===== src/rtl/down_counter_if.sv =====
// Control/status bundle for the programmable countdown timer.
// The master drives load/clear/enable controls; the timer (slave) returns count and events.
interface down_counter_if #(
    parameter int WIDTH = 8
);
    logic             clr;
    logic             load;
    logic [WIDTH-1:0] v;
    logic             en;
    logic             auto_reload;
    logic [WIDTH-1:0] count;
    logic             tc;
    logic             busy;
    logic             done;

    modport master (
        output clr, load, v, en, auto_reload,
        input  count, tc, busy, done
    );

    modport slave (
        input  clr, load, v, en, auto_reload,
        output count, tc, busy, done
    );
endinterface


===== src/rtl/down_counter.sv =====
// Programmable countdown timer: counts a loaded value down to zero, pulses tc on expiry,
// then either stops (one-shot, DONE) or reloads from the reload register (periodic).
module down_counter #(
    parameter int WIDTH = 8
) (
    input  logic          clk,
    input  logic          rst,
    down_counter_if.slave bus
);
    typedef enum logic [1:0] {
        IDLE = 2'd0,
        RUN  = 2'd1,
        DONE = 2'd2
    } state_t;

    localparam logic [WIDTH-1:0] ZERO = '0;
    localparam logic [WIDTH-1:0] ONE  = WIDTH'(1);

    state_t           state_q;
    logic [WIDTH-1:0] count_q;
    logic [WIDTH-1:0] reload_q;
    logic             tc_q;
    logic             busy_q;
    logic             done_q;

    logic [WIDTH-1:0] count_dec_d;
    logic             expire_d;

    assign count_dec_d = count_q - ONE;
    assign expire_d    = (state_q == RUN) && bus.en && (count_q == ONE);

    // Priority per edge: clr, then load, then counting/expiry.
    always_ff @(posedge clk or negedge rst) begin
        if (!rst) begin
            state_q  <= IDLE;
            count_q  <= ZERO;
            reload_q <= ZERO;
            tc_q     <= 1'b0;
            busy_q   <= 1'b0;
            done_q   <= 1'b0;
        end else begin
            tc_q <= 1'b0;
            if (bus.clr) begin
                state_q <= IDLE;
                count_q <= ZERO;
                busy_q  <= 1'b0;
                done_q  <= 1'b0;
            end else if (bus.load) begin
                count_q  <= bus.v;
                reload_q <= bus.v;
                done_q   <= 1'b0;
                // A zero load parks in IDLE so it can never produce a tc.
                if (bus.v != ZERO) begin
                    state_q <= RUN;
                    busy_q  <= 1'b1;
                end else begin
                    state_q <= IDLE;
                    busy_q  <= 1'b0;
                end
            end else begin
                case (state_q)
                    RUN: begin
                        if (expire_d) begin
                            tc_q <= 1'b1;
                            if (bus.auto_reload) begin
                                count_q <= reload_q;
                            end else begin
                                count_q <= ZERO;
                                state_q <= DONE;
                                busy_q  <= 1'b0;
                                done_q  <= 1'b1;
                            end
                        end else if (bus.en && (count_q > ONE)) begin
                            count_q <= count_dec_d;
                        end
                    end
                    DONE: begin
                        count_q <= ZERO;
                    end
                    default: begin
                    end
                endcase
            end
        end
    end

    assign bus.count = count_q;
    assign bus.tc    = tc_q;
    assign bus.busy  = busy_q;
    assign bus.done  = done_q;
endmodule

===== src/flat_wrapper.sv =====
// flat-port wrapper written by rule: the top's interface ports become plain ports
module down_counter_flat 
#(
    parameter int WIDTH = 8
)
  (clk, rst, bus_clr, bus_load, bus_v, bus_en, bus_auto_reload, bus_count, bus_tc, bus_busy, bus_done);
  down_counter_if #(.WIDTH(WIDTH)) bus_i ();
  input  logic clk;
  input  logic rst;
  input wire logic [$bits(bus_i.clr)-1:0] bus_clr;
  input wire logic [$bits(bus_i.load)-1:0] bus_load;
  input wire logic [$bits(bus_i.v)-1:0] bus_v;
  input wire logic [$bits(bus_i.en)-1:0] bus_en;
  input wire logic [$bits(bus_i.auto_reload)-1:0] bus_auto_reload;
  output wire logic [$bits(bus_i.count)-1:0] bus_count;
  output wire logic [$bits(bus_i.tc)-1:0] bus_tc;
  output wire logic [$bits(bus_i.busy)-1:0] bus_busy;
  output wire logic [$bits(bus_i.done)-1:0] bus_done;
  assign bus_i.clr = bus_clr;
  assign bus_i.load = bus_load;
  assign bus_i.v = bus_v;
  assign bus_i.en = bus_en;
  assign bus_i.auto_reload = bus_auto_reload;
  assign bus_count = bus_i.count;
  assign bus_tc = bus_i.tc;
  assign bus_busy = bus_i.busy;
  assign bus_done = bus_i.done;
  down_counter #(.WIDTH(WIDTH)) u_core (.clk(clk), .rst(rst), .bus(bus_i));
endmodule

===== config.mk =====
export PLATFORM = sky130hd
export DESIGN_NAME = down_counter_flat
export DESIGN_NICKNAME = d
export VERILOG_FILES = /design/src/rtl/down_counter_if.sv /design/src/rtl/down_counter.sv /design/src/flat_wrapper.sv
export SDC_FILE = /design/constraint.sdc
export NUM_CORES = 1
export LEC_CHECK = 0
export CAP_MARGIN = 25
export CORE_ASPECT_RATIO = 0.9
export CORE_MARGIN = 3
export CORE_UTILIZATION = 50
export DETAILED_ROUTE_END_ITERATION = 8
export PLACE_DENSITY = 0.79
export SLEW_MARGIN = 40
export SYNTH_ARGS = -nofsm -noshare
export SYNTH_HDL_FRONTEND = slang
export SYNTH_SLANG_ARGS = --single-unit

===== constraint.sdc =====
create_clock -name clk -period 2.71 [get_ports clk]
set_input_delay 0.542 -clock clk [delete_from_list [all_inputs] [get_ports clk]]
set_output_delay 0.542 -clock clk [all_outputs]
set_load 0.05 [all_outputs]

# Word level (Yosys, flattened, before mapping)
# Index checks and enable logic that the tools add are counted.
[totals]
reg_bits = 21
latchBits = 0
ramBits = 0
mem_bits_ro = 0
out_inout_bits = 11
word_cells = 51
mem_count = 0
[classes]
n_addsub = 1
multipliers = 0
n_div = 0
magnitude_cmp = 1
eq_ne = 5
n_shift = 0
n_mux = 27
bitwise_logic = 1
n_reduce_logical = 10
[op_table]
columns = ["op", "count"]
rows = [
  ["8-bit 2-to-1 mux", 5],
  ["1-bit 2-to-1 mux", 16],
  ["8-bit one-hot mux with 2 select lines", 1],
  ["2-bit 2-to-1 mux", 5],
  ["8-bit by 1-bit == test with 1-bit output (second input constant)", 1],
  ["8-bit by 1-bit greater-than comparator with 1-bit output (second input constant)", 1],
  ["8-bit nonzero test", 1],
  ["8-bit by 1-bit subtractor with 8-bit output (second input constant)", 1],
  ["3-bit nonzero test", 2],
  ["5-bit by 4-bit inequality test with 1-bit output (second input constant)", 1],
  ["2-bit AND reduction", 2],
  ["4-bit nonzero test", 1],
  ["1-bit logical AND", 3],
  ["3-bit inequality test (second input constant)", 1],
  ["3-bit AND reduction", 1],
  ["2-bit by 1-bit == test with 1-bit output (second input constant)", 1],
  ["2-bit == test (second input constant)", 1],
  ["1-bit inverter", 1],
]

# Logic depth before layout (Yosys ltp)
# Gate-level depths: netlist of run 1.
[logic_depth]
depth_word = 7
ltp_mapped = 7
depth_no_buf = 6

# Worst setup path after synthesis of run 1
# OpenSTA, ideal clock, no wires.
[synth_path]
kind = "reg-to-reg"
startpoint = "register u_core.count_q[4], in the netlist u_core.bus.count[4]"
endpoint = "register u_core.count_q[2], in the netlist u_core.bus.count[2]"
t_arrival_ns = 2.283
required_ns = 2.584
path_slack_ns = 0.301
stages_incl_launch_ff = 7
n_path_buf = 2
cell_sequence = "dfrtp_1 > or4_1 > buf_2 > or3_1 > buf_6 > and3_1 > o32a_1"
[synth_between]
elab_chain_cells = 6
word_cells_on_any_way = 10
[synth_lines]
columns = ["item", "line", "source"]
rows = [
  ["start: declaration", "down_counter.sv:20", "logic [WIDTH-1:0] count_q;"],
  ["start signal: assignment", "down_counter.sv:49", "count_q <= bus.v;"],
  ["start signal: assignment", "down_counter.sv:66", "count_q <= reload_q;"],
  ["start signal: assignment", "down_counter.sv:74", "count_q <= count_dec_d;"],
  ["parallel branches: the longest is 6 deep, another holds 8-bit by 1-bit greater-than comparator with 1-bit output", "n/a", ""],
]
# Parallel ways; which one is timed is not known.
# A chain may end at the register's enable or synchronous reset.

# Worst setup path in the final report of run 1
[layout_path]
startpoint = "register u_core.count_q[3], in the netlist u_core.bus.count[3]"
endpoint = "register u_core.count_q[2], in the netlist u_core.bus.count[2]"
# Same word-level chain as after synthesis.

==> results of run 1 <==
metal layers:
layer,GRT usage,up-vias,part of all wire
li1,-,553,-
met1,0.294,543,0.43
met2,0.340,47,0.47
met3,0.0517,6,0.086
met4,0.0695,0,0.013
met5,0,-,0
cell type report:
cell class / count / area share
clock inverters: 1 / 0.00506
clock buffers: 3 / 0.0152
repair buffers: 27 / 0.177
multi-input cells: 107 / 0.444
inverters: 6 / 0.0152
flip-flops and latches: 19 / 0.321
well taps: 27 / 0.0228
through the flow:
step           utilization  instance area, µm²  cells
6_report             0.667                1480    190
5_1_grt              0.667                1480    190
4_1_cts              0.667                1480    190
3_5_place_dp         0.654                1450    186
3_3_place_gp         0.654                1450    186
2_1_floorplan            -                1190    138
logic make-up (layout without fill, tap and decap cells):
family	after synthesis	after routing	share of synthesized area
xor gates and xnor gates	3	3	0.0221
muxes	3	3	0.0306
AOI/OAI and AO/OA	30	30	0.190
DFF	19	19	0.400
buffers and inverters	12	37	0.0453
adders and majority gates	4	4	0.0422
and+or+nand+nor	67	67	0.270
worst max-delay path by stage:
stage,start,endpoint
2_1_floorplan,u_core.bus.count[4]$_DFFE_PN0P_,u_core.bus.count[2]$_DFFE_PN0P_
3_3_place_gp,bus_en,u_core.bus.count[2]$_DFFE_PN0P_
3_5_place_dp,bus_en,u_core.bus.count[2]$_DFFE_PN0P_
4_1_cts,u_core.bus.count[3]$_DFFE_PN0P_,u_core.bus.count[2]$_DFFE_PN0P_
5_1_grt,u_core.bus.count[3]$_DFFE_PN0P_,u_core.bus.count[2]$_DFFE_PN0P_
6_report,u_core.bus.count[3]$_DFFE_PN0P_,u_core.bus.count[2]$_DFFE_PN0P_
worst max-delay path: cells and delay by family, from the launching register on:
kind | cells | cell delay [ns]
AND/OR/NAND/NOR | 3 | 1.51
flip-flops | 1 | 0.46
AO/OA/AOI/OAI | 1 | 0.33
cell usage in the layout, fill, tap and decap left out, drive strengths merged, types with 2 or more instances in the layout:
cell            n
a21oi           2
buf             3
a31oi           2
o311ai          2
clkbuf          3
nor3            6
or2             3
xnor2           2
a32oi           2
nand4b          2
o21a            2
a21o            2
inv             6
nor4            2
nand2b          2
mux2            2
nand2          32
dfrtp          19
or4             4
nand3           4
o21ai           9
clkdlybuf4s50  24
o311a           2
o32a            2
nor2            7
ha              4
sequential cells by signal (all words and copies together), names as in the netlist:
register and count:
u_core.bus.count 8, u_core.bus.busy 1, u_core.bus.tc 1, u_core.bus.done 1
u_core.reload_q 8
power breakdown:
| part | total [mW] | leakage [nW] | internal (mW) | switching, mW |
|---|---|---|---|---|
| combinational | 0.309 | 0.388 | 0.124 | 0.185 |
| sequential | 0.353 | 0.242 | 0.317 | 0.0362 |
| clock | 0.156 | 0.0139 | 0.0563 | 0.0995 |
==> results.txt, run 1 <==
share of cells above drive strength 1: 0.0798
# rows: 16
chip width: 57.4 µm
crit share post-route: 0.883
Crit path largest cell delay: 0.71 ns
Initial Util: 0.534
synth cell count leaders: nand2_1 (32), dfrtp_1 (19), nor2_1 (7), o21ai_0 (7)
Multi-input gate area: 658 µm²
initial antenna violation count: 0
sequential area share after synthesis: 0.400
crit-path cells: or4_1, or3_1, and3_1, o32a_1
final setup TNS: 0 ns
Hold Violations, Final: 0
CP arrival: 2.60 ns
Die ar.: 3000 µm²
top cells by area, synth: dfrtp_1 (40%), nand2_1 (10%), ha_1 (4.2%)
1st-iter DRT viols: 67
Hold Crit Endpoint: u_core.reload_q[6]$_DFFE_PN0P_
post-synth top area cell: dfrtp_1
area added between synthesis and finish: 24.9%
GRT Total Usage: 0.217
Filler cells: 182
Worst-Margin Slew: 0.554 ns
clock transition at the registers of the reported paths: 0.12 ns
routability cong.: 0.919
first-pass GRT wire length: 5.00 mm
CP required: 2.92 ns
fin. max-slew vios: 0
Final min period: 2.39 ns
maximum fanout along the worst path: 10
Worst Setup End Kind: flop
I/O Buffers: 24
largest net degree at the start of global routing: 20
Reg2Reg Capture Point: u_core.bus.count[2]$_DFFE_PN0P_
PwrDens: 551 nW/µm²
crit path kind: reg2reg
f_max: 418 MHz
Worst R2R Setup Slack: 0.32 ns
Ys Warns: 0
Die H: 52.2 µm
Antenna Cells: 0
CTS tree: yes
root buffer cell: clkbuf_4
hpwl dp: 2.29 mm
asr flop ratio synth: 1.00
syn nets: 156
detailed-route via count: 1,149
Post-Syn Area: 1190 µm²
detailed-route DRC error count: 0
Num CTS Buffers: 3
Synth cell types: 41
#FFs+latches synth: 19
Slew headroom: 0.628
Synth Instances: 138
min setup slack post-route: 0.318 ns
Most used DFF post-synth: dfrtp_1
R2R cell count: 4
H-tree depth: 1
routed len/inst: 16.0 µm
Total Power: 0.817 mW
core outline area: 2220 µm²
Max rail drop VDD: 0.492 mV
count leader, synth: nand2_1
clock insertion delay at the later pin of the skew report: 0.31 ns
Finish-stage setup viols: 0
Worst Skew: 0.00575 ns
R2R Path Start: u_core.bus.count[3]$_DFFE_PN0P_
Post-CTS Hold Buffers: 0
Post-synth EDFFs: 0
router iterations before antenna repair: 4
pre-CTS WS: 0.268 ns
worst hold slack: 0.492 ns
Mapped Avg Cell Area: 8.60 µm²
Post-CTS Resized: 0
status: finished, final reports clean
Worst Hold Class: reg2reg
I/O pin cnt: 25
Max-Cap Viols: 0
Yosys top cell area share: 0.400
drt total wl: 3.04 mm
antenna viol nets, final: 0
Post-CTS Setup Repair Bufs: 0
Critical-path top delay cell: or4_1
Final #Nets: 182
hold path cells: 2
leakage: 0.644 nW
min-delay src: u_core.reload_q[6]$_DFFE_PN0P_
unrepaired setup endpoints after global routing: no
clock sinks: 19
Via-to-Cell Ratio: 6.05
vias in the first global route: 1,081
Max Buffers Root-to-Sink: 2
total grt overflow: 0
CP startpoint kind: flop
register area: 475 µm²
Power figures use the tool's default switching activity.
==> run 2: changes to the inputs <==
--- a/config.mk
+++ b/config.mk
@@ -7,7 +7,7 @@
 export LEC_CHECK = 0
 export CAP_MARGIN = 25
 export CORE_ASPECT_RATIO = 0.9
-export CORE_MARGIN = 3
+export CORE_MARGIN = 2
 export CORE_UTILIZATION = 50
 export DETAILED_ROUTE_END_ITERATION = 8
 export PLACE_DENSITY = 0.79
==> constraint.sdc (replaced) <==
create_clock -name clk -period 2.6 [get_ports clk]
set_input_delay 0.52 -clock clk [delete_from_list [all_inputs] [get_ports clk]]
set_output_delay 0.52 -clock clk [all_outputs]
set_load 0.05 [all_outputs]
==> run 2 against run 1 <==
  * Register-to-register slack lost 0.03 ns
  * First-iteration DRC count shrank 4.5%
  * Critical path type unchanged
  * Clock power grew 7%
  * Global-route usage grew 3.4 points
  * Power grew 6.1%
  * Critical path depth grew 1
  * Routed wire length grew 7.4%
  * Sequential cell count is the same
  * Via count grew 3.6%
  * Maximum frequency grew 3.3%
  * Largest power group unchanged
  * Cell count grew 1.1%
  * Combinational power grew 7.1%
==> results.txt, run 2 (synthesis results as in run 1) <==
status: finished, final reports clean
root buffer cell: clkbuf_4
cell-internal power: 0.524 mW (+5.4%)
Post-CTS Setup Repair Bufs: 0 (unchanged)
Total Power: 0.867 mW (+6.1%)
share of cells above drive strength 1: 0.0909 (+0.0112)
CP Capture Point: u_core.bus.count[0]$_DFFE_PN0P_
register area: 475 µm² (unchanged)
crit share post-route: 0.891 (+0.00792)
clock insertion delay at the later pin of the skew report: 0.32 ns (about the same)
Reg power frac: 0.425 (-0.007)
Worst Skew: 0.00403 ns (-0.00172 ns)
# rows: 16 (unchanged)
maximum fanout along the worst path: 6 (-4)
Finish-stage setup viols: 0 (unchanged)
pre-CTS WS: 0.280 ns (+0.0119 ns)
I/O pin cnt: 25 (unchanged)
Worst Hold Class: reg2reg
dpl cells: 188 (+1.1%)
Final min period: 2.32 ns (-0.0765 ns)
router iterations before antenna repair: 4 (unchanged)
Hold Violations, Final: 0 (unchanged)
Via-to-Cell Ratio: 6.20 (+2.5%)
DP Area: 1470 µm² (+1.0%)
1st-iter DRT viols: 64 (-4.5%)
antenna viol nets, final: 0 (unchanged)
CP required: 2.84 ns (-0.08 ns)
clock sinks: 19 (unchanged)
unrepaired setup endpoints after global routing: no
area added between synthesis and finish: 26.1%
detailed-route via count: 1,190 (+3.6%)
Worst Setup End Kind: flop
Post-CTS Hold Buffers: 0 (unchanged)
Final #Nets: 184 (+1.1%)
Clock Power Share: 0.193 (+0.002)
Psw: 0.343 mW (+7.1%)
core outline area: 2220 µm² (unchanged)
min-delay src: u_core.reload_q[2]$_DFFE_PN0P_
final setup TNS: 0 ns (unchanged)
leading cell types in the layout, fill and taps excluded: nand2_1 (32), clkdlybuf4s50_1 (24), dfrtp_1 (19)
clock transition at the registers of the reported paths: 0.12 ns (about the same)
fin area: 1500 µm² (+1.0%)
Filler cells: 186 (+2.2%)
Multi-input gate area: 658 µm² (unchanged)
Antenna Cells: 0 (unchanged)
hpwl dp: 2.43 mm (+5.8%)
switch share: 0.396 (+0.00386)
PwrDens: 579 nW/µm² (+5.0%)
Worst-Margin Slew: 0.593 ns (+0.0393 ns)
Slew headroom: 0.602 (-0.0264)
R2R Path Start: u_core.bus.count[3]$_DFFE_PN0P_
I/O Buffers: 24 (unchanged)
Max-Cap Viols: 0 (unchanged)
Die ar.: 2780 µm² (-7.2%)
chip width: 55.4 µm (-3.5%)
routability cong.: 0.909 (-1.0%)
fin. max-slew vios: 0 (unchanged)
detailed-route DRC error count: 0 (unchanged)
first-pass GRT wire length: 5.42 mm (+8.4%)
R2R cell count: 5 (+1)
total grt overflow: 0 (unchanged)
leakage: 0.653 nW (+1.4%)
Reg2Reg Capture Point: u_core.bus.count[0]$_DFFE_PN0P_
crit path kind: reg2reg
Worst R2R Setup Slack: 0.28 ns (-0.03 ns)
Max Buffers Root-to-Sink: 2 (unchanged)
Comb power frac: 0.382 (+0.004)
vias in the first global route: 1,127 (+4.3%)
min setup slack post-route: 0.284 ns (-0.0335 ns)
f_max: 432 MHz (+3.3%)
largest net degree at the start of global routing: 20 (unchanged)
Post-CTS Resized: 0 (unchanged)
drt total wl: 3.27 mm (+7.4%)
Setup crit start: u_core.bus.count[3]$_DFFE_PN0P_
GRT Total Usage: 0.251 (+0.0343)
Max rail drop VDD: 0.428 mV (-13%)
CTS tree: yes
Initial Util: 0.534 (unchanged)
H-tree depth: 1 (unchanged)
initial antenna violation count: 0 (unchanged)
CP startpoint kind: flop
routed len/inst: 17.0 µm (+6.3%)
Die H: 50.2 µm (-3.8%)
commonest non-fill, non-tap cell in the layout: nand2_1
Num CTS Buffers: 3 (unchanged)
CP arrival: 2.55 ns (-0.05 ns)
fin cells: 192 (+1.1%)
[run 2: worst max-delay path: stages (launching register included)]
cell and delay [ns]:
dfrtp_1 0.47, or4_1 0.62, buf_4 0.21, o311ai_2 0.45, nand2_1 0.23, a41oi_1 0.26
[run 2: layout make-up]
| class | count | area share |
|---|---|---|
| clock buffer | 3 | 0.0150 |
| clock inverter | 1 | 0.00501 |
| inverter | 6 | 0.0150 |
| multi-input combinational | 107 | 0.439 |
| sequential | 19 | 0.317 |
| tap | 27 | 0.0226 |
| timing repair buffer | 29 | 0.185 |
[run 2: worst min-delay path by stage]
stage / endpoint / slack [ns] / cells past startpoint
2_1_floorplan: u_core.bus.busy$_DFFE_PN0P_ / 0.22 / 0
3_3_place_gp: u_core.reload_q[3]$_DFFE_PN0P_ / 0.46 / 2
3_5_place_dp: u_core.reload_q[3]$_DFFE_PN0P_ / 0.48 / 2
4_1_cts: u_core.reload_q[1]$_DFFE_PN0P_ / 0.51 / 2
5_1_grt: u_core.reload_q[6]$_DFFE_PN0P_ / 0.53 / 2
6_report: u_core.reload_q[2]$_DFFE_PN0P_ / 0.50 / 2
[run 2: power groups by stage]
stage | sequential, mW | clock, mW | combinational, mW
after floorplan | 0.433 | 0 | 0.150
after global placement | 0.370 | 0 | 0.322
after detailed placement | 0.373 | 0 | 0.326
after CTS | 0.367 | 0.171 | 0.328
after global routing | 0.373 | 0.178 | 0.358
final | 0.369 | 0.167 | 0.331
[run 2: through the flow]
| stage | util | hold slack [ns] |
|---|---|---|
| after floorplan | - | 0.224 |
| after global placement | 0.660 | 0.463 |
| after detailed placement | 0.660 | 0.477 |
| after CTS | 0.674 | 0.507 |
| after global routing | 0.674 | 0.531 |
| final | 0.674 | 0.500 |
[run 2: per-layer routing]
metal | vias up | wire [µm] | GRT usage | part of all wire
met1 | 572 | 1460 | 0.334 | 0.45
li1 | 557 | - | - | -
met5 | - | 0 | 0 | 0
met4 | 0 | 65 | 0.0854 | 0.020
met2 | 48 | 1520 | 0.391 | 0.46
met3 | 13 | 220 | 0.0747 | 0.067
==> run 3: changes to the inputs <==
--- a/config.mk
+++ b/config.mk
@@ -8,9 +8,9 @@
 export CAP_MARGIN = 25
 export CORE_ASPECT_RATIO = 0.9
 export CORE_MARGIN = 2
-export CORE_UTILIZATION = 50
+export CORE_UTILIZATION = 40
 export DETAILED_ROUTE_END_ITERATION = 8
-export PLACE_DENSITY = 0.79
+export PLACE_DENSITY = 0.65
 export SLEW_MARGIN = 40
 export SYNTH_ARGS = -nofsm -noshare
 export SYNTH_HDL_FRONTEND = slang
==> run 3 against run 2 <==
  * Critical path type unchanged
  * Cell count grew 7.3%
  * Largest power group unchanged
  * Clock power shrank 6%
  * Hold slack lost 0.0063 ns
  * Routed wire length shrank 2.7%
  * Critical path depth is the same
==> results.txt, run 3 (synthesis results as in run 1) <==
met2 routed WL: 1.50 mm (-0.99%)
fin cells: 206 (+7.3%)
Slew headroom: 0.626 (+0.0241)
leakage: 0.659 nW (+0.89%)
# rows: 18 (+2)
leading cell types in the layout, fill and taps excluded: nand2_1 (32), clkdlybuf4s50_1 (24), dfrtp_1 (19)
switch share: 0.383 (-0.0129)
Num CTS Buffers: 3 (unchanged)
router iterations before antenna repair: 4 (unchanged)
crit path kind: reg2reg
total grt overflow: 0 (unchanged)
Clock Power Share: 0.185 (-0.008)
largest net degree at the start of global routing: 20 (unchanged)
CP startpoint kind: flop
Psw: 0.326 mW (-4.9%)
antenna viol nets, final: 0 (unchanged)
Die ar.: 3420 µm² (+23%)
vias in the first global route: 1,075 (-4.6%)
routability cong.: 0.879 (-3.4%)
Worst R2R Setup Slack: 0.39 ns (+0.11 ns)
chip width: 61.4 µm (+11%)
drt total wl: 3.18 mm (-2.7%)
detailed-route via count: 1,148 (-3.5%)
top sig layer: met4
status: finished, final reports clean
Die H: 55.7 µm (+11%)
Initial Util: 0.425 (-0.109)
H-tree depth: 1 (unchanged)
CP required: 2.83 ns (about the same)
initial antenna violation count: 0 (unchanged)
Antenna Cells: 0 (unchanged)
metal3 WL: 170 µm (-23%)
unrepaired setup endpoints after global routing: no
Final #Nets: 185 (+0.54%)
Worst-Margin Slew: 0.557 ns (-0.0359 ns)
cell-internal power: 0.526 mW (+0.40%)
dpl cells: 202 (+7.4%)
Comb power frac: 0.385 (+0.003)
root buffer cell: clkbuf_4
area added between synthesis and finish: 27.8%
PwrDens: 562 nW/µm² (-3.0%)
CP arrival: 2.43 ns (-0.12 ns)
Post-CTS Hold Buffers: 0 (unchanged)
routed len/inst: 15.4 µm (-9.3%)
f_max: 453 MHz (+4.9%)
commonest non-fill, non-tap cell in the layout: nand2_1
I/O Buffers: 24 (unchanged)
Finish-stage setup viols: 0 (unchanged)
core outline area: 2790 µm² (+26%)
Max Buffers Root-to-Sink: 2 (unchanged)
share of cells above drive strength 1: 0.0904 (-0.000548)
Hold Violations, Final: 0 (unchanged)
clock sinks: 19 (unchanged)
clock insertion delay at the later pin of the skew report: 0.30 ns (-0.02 ns)
Max rail drop VDD: 0.239 mV (-44%)
clock transition at the registers of the reported paths: 0.11 ns (about the same)
CTS tree: yes
maximum fanout along the worst path: 9 (+3)
Via-to-Cell Ratio: 5.57 (-10%)
Worst Hold Class: reg2reg
1st-iter DRT viols: 64 (unchanged)
Reg power frac: 0.431 (+0.006)
Worst Skew: 0.00134 ns (-0.00269 ns)
Worst Setup End Kind: flop
M1 wire length: 1.48 mm (+1.1%)
Post-CTS Resized: 0 (unchanged)
fin. max-slew vios: 0 (unchanged)
detailed-route DRC error count: 0 (unchanged)
first-pass GRT wire length: 5.31 mm (-2.0%)
GRT Total Usage: 0.206 (-0.0450)
Final min period: 2.21 ns (-0.108 ns)
Max-Cap Viols: 0 (unchanged)
hpwl dp: 2.46 mm (+1.4%)
I/O pin cnt: 25 (unchanged)
crit share post-route: 0.849 (-0.0415)
Post-CTS Setup Repair Bufs: 0 (unchanged)
final setup TNS: 0 ns (unchanged)
-- run 3: cell count changes in the layout (fill, tap and decap cells not counted) --
cell	change
buf_4	+1
clkbuf_1	+1
clkinvlp_4	-1
-- run 3: critical path, cell delays in order, from the launching register on --
cell      delay [ns]
dfrtp_1         0.46
or4_1           0.55
buf_4           0.19
o311ai_2        0.45
nand2_1         0.23
a41oi_1         0.25
-- run 3: stage by stage --
| step | instance area (µm²) | worst slack (ns) | util | hold WS [ns] | power, mW |
|---|---|---|---|---|---|
| after floorplan | 1190 | 0.191 | - | 0.224 | 0.583 |
| final | 1520 | 0.392 | 0.543 | 0.494 | 0.852 |
| after global placement | 1490 | 0.317 | 0.534 | 0.467 | 0.694 |
| after detailed placement | 1490 | 0.282 | 0.534 | 0.464 | 0.701 |
| after global routing | 1520 | 0.273 | 0.543 | 0.515 | 0.904 |
| after CTS | 1520 | 0.385 | 0.543 | 0.494 | 0.859 |
-- run 3: cell type report --
class / instances / area [µm²]
fillers: 286 / 1270
repair buffers: 30 / 285
flip-flops and latches: 19 / 475
clock buffers: 4 / 26.3
multi-input cells: 107 / 658
well taps: 40 / 50.0
inverters: 6 / 22.5
-- run 3: power groups by stage --
stage               combinational, mW  sequential, mW  clock [mW]
detailed placement              0.328           0.373           0
global route                    0.354           0.372       0.177
finish                          0.328           0.367       0.157
CTS                             0.329           0.367       0.163
floorplan                       0.150           0.433           0
global placement                0.323           0.372           0
-- run 3: final timing paths --
| kind | end | startpoint | depth (start not counted) |
|---|---|---|---|
| min in group asynchronous | u_core.bus.count[7]$_DFFE_PN0P_ | rst | 2 |
| hold reg to reg | u_core.reload_q[0]$_DFFE_PN0P_ | u_core.reload_q[0]$_DFFE_PN0P_ | 2 |
| setup reg to reg | u_core.bus.count[0]$_DFFE_PN0P_ | u_core.bus.count[3]$_DFFE_PN0P_ | 5 |
| hold / removal | u_core.reload_q[0]$_DFFE_PN0P_ | u_core.reload_q[0]$_DFFE_PN0P_ | 2 |
| max in group asynchronous | u_core.bus.tc$_DFF_PN0_ | rst | 2 |
| setup / recovery | u_core.bus.count[0]$_DFFE_PN0P_ | u_core.bus.count[3]$_DFFE_PN0P_ | 5 |
-- run 3: layer usage --
| layer | up-vias | global-route usage |
|---|---|---|
| met5 | - | 0 |
| met4 | 0 | 0.0456 |
| met3 | 4 | 0.0279 |
| met2 | 33 | 0.309 |
| met1 | 550 | 0.313 |
| li1 | 561 | - |
